### config.mk
export PLATFORM = sky130hd
export DESIGN_NAME = cache_flush_ctrl
export DESIGN_NICKNAME = d
export VERILOG_FILES = /design/src/rtl/cache_flush_pkg.sv /design/src/rtl/cache_flush_ctrl.sv
export SDC_FILE = /design/constraint.sdc
export NUM_CORES = 1
export LEC_CHECK = 0
export CAP_MARGIN = 15
export CORE_MARGIN = 3
export CORE_UTILIZATION = 42
export DETAILED_ROUTE_END_ITERATION = 8
export PLACE_DENSITY = 0.92
export REMOVE_ABC_BUFFERS = 1
export SETUP_SLACK_MARGIN = 0.02
export SYNTH_ARGS = -nofsm -noshare
export SYNTH_HDL_FRONTEND = slang
export SYNTH_SLANG_ARGS = --single-unit
### constraint.sdc
create_clock -name clk -period 2.9 [get_ports clk]
set_input_delay 0.58 -clock clk [delete_from_list [all_inputs] [get_ports clk]]
set_output_delay 0.58 -clock clk [all_outputs]
set_load 0.05 [all_outputs]
### src/rtl/cache_flush_pkg.sv
// Shared types and width helpers for the cache flush controller.
// The state encoding is fixed so waveforms and debug probes stay readable.
package cache_flush_pkg;

   typedef enum logic [2:0] {
      IDLE    = 3'd0,
      READ    = 3'd1,
      CHECK   = 3'd2,
      WB_REQ  = 3'd3,
      WB_WAIT = 3'd4,
      CLEAR   = 3'd5,
      DONE    = 3'd6
   } flush_state_t;

   function automatic int idx_w(input int num_lines);
      return $clog2(num_lines);
   endfunction

   // Byte offset within a line of 32-bit words.
   function automatic int off_w(input int words_per_line);
      return $clog2(words_per_line * 4);
   endfunction

   function automatic int tag_w(input int addr_width, input int num_lines,
                                input int words_per_line);
      return addr_width - idx_w(num_lines) - off_w(words_per_line);
   endfunction

endpackage

### src/rtl/cache_flush_ctrl.sv
// Walks every cache line on a flush request, writes back valid+dirty lines,
// invalidates all lines and pulses flush_done; stalls the core while busy.
module cache_flush_ctrl
   import cache_flush_pkg::*;
#(
   parameter  int NUM_LINES      = 8,
   parameter  int WORDS_PER_LINE = 16,
   parameter  int ADDR_WIDTH     = 32,
   localparam int IDX_W          = idx_w(NUM_LINES),
   localparam int OFF_W          = off_w(WORDS_PER_LINE),
   localparam int TAG_W          = tag_w(ADDR_WIDTH, NUM_LINES, WORDS_PER_LINE)
) (
   input  logic                  clk,
   input  logic                  rst,
   input  logic                  flush_req,
   output logic [IDX_W-1:0]      line_idx,
   input  logic                  line_valid,
   input  logic                  line_dirty,
   input  logic [TAG_W-1:0]      line_tag,
   output logic                  wb_req_valid,
   input  logic                  wb_req_ready,
   output logic [ADDR_WIDTH-1:0] wb_req_addr,
   output logic [IDX_W-1:0]      wb_req_idx,
   input  logic                  wb_done,
   output logic                  clr_en,
   output logic [IDX_W-1:0]      clr_idx,
   output logic                  flush_busy,
   output logic                  flush_done
);

   localparam logic [IDX_W-1:0] LAST_LINE = IDX_W'(NUM_LINES - 1);

   flush_state_t            state_q, state_d;
   logic [IDX_W-1:0]        cnt_q, cnt_d;
   logic                    pending_q, pending_d;
   logic                    req_q;
   logic [ADDR_WIDTH-1:0]   addr_q, addr_d;
   logic [IDX_W-1:0]        wb_idx_q, wb_idx_d;
   logic                    req_edge;

   assign req_edge = flush_req & ~req_q;

   always_comb begin
      // NOTE: every always_comb output gets a default first so no path can infer a latch.
      state_d   = state_q;
      cnt_d     = cnt_q;
      pending_d = pending_q;
      addr_d    = addr_q;
      wb_idx_d  = wb_idx_q;

      unique case (state_q)
         IDLE: begin
            if (req_edge) begin
               state_d = READ;
               cnt_d   = '0;
            end
         end
         READ:  state_d = CHECK;
         CHECK: begin
            if (line_valid && line_dirty) begin
               state_d  = WB_REQ;
               addr_d   = {line_tag, cnt_q, {OFF_W{1'b0}}};
               wb_idx_d = cnt_q;
            end else begin
               state_d = CLEAR;
            end
         end
         WB_REQ: begin
            if (wb_req_ready) state_d = WB_WAIT;
         end
         // A wb_done coinciding with the handshake is seen in WB_REQ and dropped.
         WB_WAIT: begin
            if (wb_done) state_d = CLEAR;
         end
         CLEAR: begin
            if (cnt_q == LAST_LINE) begin
               state_d = DONE;
            end else begin
               state_d = READ;
               cnt_d   = cnt_q + IDX_W'(1);
            end
         end
         DONE: begin
            // An edge landing in DONE itself is treated like a pending request.
            if (pending_q || req_edge) begin
               state_d   = READ;
               cnt_d     = '0;
               pending_d = 1'b0;
            end else begin
               state_d = IDLE;
            end
         end
         default: state_d = IDLE;
      endcase

      if (req_edge && (state_q != IDLE) && (state_q != DONE)) pending_d = 1'b1;
   end

   always_ff @(posedge clk) begin
      // NOTE: sequential state uses non-blocking assignments so all registers update together.
      if (rst) begin
         state_q   <= IDLE;
         cnt_q     <= '0;
         pending_q <= 1'b0;
         req_q     <= 1'b0;
         addr_q    <= '0;
         wb_idx_q  <= '0;
      end else begin
         state_q   <= state_d;
         cnt_q     <= cnt_d;
         pending_q <= pending_d;
         req_q     <= flush_req;
         addr_q    <= addr_d;
         wb_idx_q  <= wb_idx_d;
      end
   end

   assign line_idx     = cnt_q;
   assign wb_req_valid = (state_q == WB_REQ);
   assign wb_req_addr  = addr_q;
   assign wb_req_idx   = wb_idx_q;
   assign clr_en       = (state_q == CLEAR);
   assign clr_idx      = clr_en ? cnt_q : '0;
   assign flush_busy   = (state_q != IDLE);
   assign flush_done   = (state_q == DONE);

endmodule

==> summary.txt <==
Placement
  • Buffers on Ports: 68
  • Gpl congestion: 0.755
  • Pre-CTS setup slack: 0.474 ns
  • Dpl hpwl: 2690 microns

Clock network
  • Hold bufs inserted after CTS: 0
  • CTS Buffer Depth: 2
  • # H-tree levels: 2
  • Clk_lat worst skew: 0.32 ns
  • Post-CTS setup repair buffer count: 0
  • CTS Root Cell: clkbuf_4
  • CTS tree: built
  • CTS buffer count: 5
  • Clock Pin Slew Worst Setup and Hold Paths: 0.11 ns
  • Clk sinks: 34
  • Resized cells post-CTS: 0

Global routing
  • Tot GR Track Use: 17.7%
  • GRT Residual Overflow: 0
  • Largest net degree at the start of global routing: 22
  • Number of global-route vias before repair: 1305
  • Global-route wire length before repair: 5870 microns
  • Initial antenna violation count: 0

STA
  • RSZ-0062 raised after global routing: false
  • Final max-slew violation count: 0
  • Worst-Margin Slew: 0.523 ns
  • Fin. Hold Viols: 0
  • Highest clock rate: 382 MHz
  • Setup TNS: 0 ns
  • Min Tclk post-route: 2.62 ns
  • Max Clock Skew: 0.0114 ns
  • WHS: 0.457 ns
  • Fin crit share: 90.4%
  • Final setup vio count: 0
  • Setup ws final: 0.279 ns
  • Normalized max-slew margin: 65.0%

Route
  • DR DRC count: 0
  • Wire per inst: 12.5 microns
  • Initial DRC Count: 86
  • DRT antenna net count: 0
  • Post-Route WL: 3610 microns
  • Pre-antenna DRT Iters: 4
  • Vias/cell: 4.83
  • Vias: 1397

Power and ir drop
  • Pwr Density: 520 nW/um^2
  • Worst ir drop on vdd: 0.312 mV
  • LEAKAGE: 0.000877 uW
  • Total power draw: 1160 uW

Logic synthesis
  • Sequential-to-total area share from yosys stat: 47.2%
  • Synth warn: 0
  • Adder-cell area share of the yosys netlist: 1.74%
  • Largest family of logic cells by synthesized area: simple AND/OR/NAND/NOR gates
  • Synth Cell Area: 1440 sq um
  • Simple-gate share of the synthesized area: 26.1%
  • Mux cell area share after synthesis: 1.04%
  • Synthesized area per cell: 8.05 sq um
  • Ranking of synthesized cells by area: dfxtp_1, nand2_1, a21oi_1
  • Post-synth top area share: 47.2%
  • Synth Area in Compound Gates: 15.3%
  • Register bit total from synthesis: 34
  • Mapped Cells: 179
  • Xor/xnor share of the synthesized area: 0%
  • Distinct cells, synth: 29
  • Area leader, netlist: dfxtp_1

Floorplanning
  • Die height: 64.6 microns
  • Core Area: 3150 sq um
  • Row count: 20
  • Die Width: 64.6 microns
  • Die area: 4170 sq um
  • I/O pin total: 75
  • Initial Util: 45.7%

Finish
  • Layout cells sized above 1: 5.71%
  • # diodes: 0
  • Filler Cells Inserted: 258
  • Register area: 681 sq um
  • Final Net Count: 276
  • Commonest non-fill, non-tap cells in the layout: clkdlybuf4s50_1, nand2_1, dfxtp_1, a21oi_1, conb_1
  • Commonest non-fill, non-tap cell in the layout: clkdlybuf4s50_1
  • Synth-to-layout area growth: 54.8%
  • Area of the multi-input gates: 659 sq um
  • Final core occ: 70.8%

Run status
  • Outcome: finished, final reports clean

Critical path
  • Req. time, crit path: 2.32 ns
  • Critical path peak fanout: 12
  • WS Path Type: reg2out
  • R2r endpoint: wb_req_addr[8]$_SDFFE_PP0P_
  • Max stage delay cell, worst path: clkdlybuf4s50_1
  • Crit path cell chain: nor2b_1 > and2_1 > clkdlybuf4s50_1
  • Kind of start point of the critical path: flop
  • Reg2reg start: state_q[0]$_SDFFE_PP0P_
  • R2R Setup Slk: 1.07 ns
  • Worst Path Arrival: 2.04 ns
  • Worst setup EP type: primary output
  • Reg2reg path depth: 5
  • Critical path launch point: state_q[1]$_SDFFE_PP0P_
  • CP peak stage delay: 0.80 ns
  • Worst setup path end: wb_req_valid

Worst hold path
  • HP Class: reg2reg

Run
  • Max-cap violations: 0
how the worst min path moves through the flow:
stage                                             from                      endpoint  slack, ns  cells past startpoint
after floorplan                 pending_q$_SDFFE_PP0P_        pending_q$_SDFFE_PP0P_       0.49                      2
after global placement    wb_req_addr[27]$_SDFFE_PP0P_  wb_req_addr[27]$_SDFFE_PP0P_       0.44                      2
after detailed placement  wb_req_addr[22]$_SDFFE_PP0P_  wb_req_addr[22]$_SDFFE_PP0P_       0.45                      2
after CTS                 wb_req_addr[22]$_SDFFE_PP0P_  wb_req_addr[22]$_SDFFE_PP0P_       0.46                      2
after global routing      wb_req_addr[30]$_SDFFE_PP0P_  wb_req_addr[30]$_SDFFE_PP0P_       0.49                      2
final                     wb_req_addr[23]$_SDFFE_PP0P_  wb_req_addr[23]$_SDFFE_PP0P_       0.46                      2
through the flow:
| step | std cells | area (sq um) |
|---|---|---|
| finish | 289 | 2230 |
| global route | 289 | 2230 |
| CTS | 289 | 2220 |
| detailed placement | 281 | 2110 |
| global placement | 281 | 2110 |
| floorplan | 165 | 1340 |
synth_stat cells:
master and n:
o2bb2ai_1 1, and3_1 3, nor3_1 2, nand3b_1 3
nand2_1 54, buf_4 9, or3_1 2, and2_1 2
a22o_1 2, mux2_4 1, o21a_1 1, o21ai_0 2
nand2b_1 2, inv_1 1, or4b_1 1, ha_1 2
dfxtp_1 34, buf_6 1, a21oi_1 32, nor2_1 4
conb_1 1, buf_2 3, a22oi_1 1, clkbuf_1 6
and3b_1 1, nor3b_2 1, o32ai_1 1, or4_1 1
nor2b_1 5
report_power, final:
part	switching, uW	internal (uW)	leakage (uW)
Clock	153	292	0.0000585
Combinational	120	88.0	0.000543
Sequential	23.3	483	0.000275
Total	296	863	0.000877
critical path: cells and delay by family (launching register included):
family        cells  cell delay [ns]
flops             1             0.54
buf+inv           1             0.80
simple gates      2             0.38
cell type report:
cell class	instances	area share (%)
Clock buffer	6	2.30
Clock inverter	2	2.69
Inverter	1	0.168
Multi-Input combinational cell	130	29.6
Sequential cell	34	30.5
Tap cell	44	2.47
Timing Repair Buffer	72	32.3
registers in the layout (all words and copies together), names as in the netlist:
signal       flops
line_idx         3
pending_q        1
req_q            1
state_q          3
wb_req_addr     24
wb_req_idx       2
logic make-up (layout without fill, tap and decap cells):
family,count (synthesis),in the layout
DFF,34,34
muxes,1,1
AOI/OAI and AO/OA,40,40
and+or+nand+nor,81,81
other,1,6
buffers and inverters,20,81
adders and majority gates,2,2
routing by layer:
metal	vias up	GRT usage [%]	wire (microns)
li1	713	-	-
met1	633	20.3	1520
met2	47	30.7	1790
met3	4	6.07	279
met4	0	5.54	31
met5	-	0	0
No activity file was read; power rests on OpenSTA's default activity.
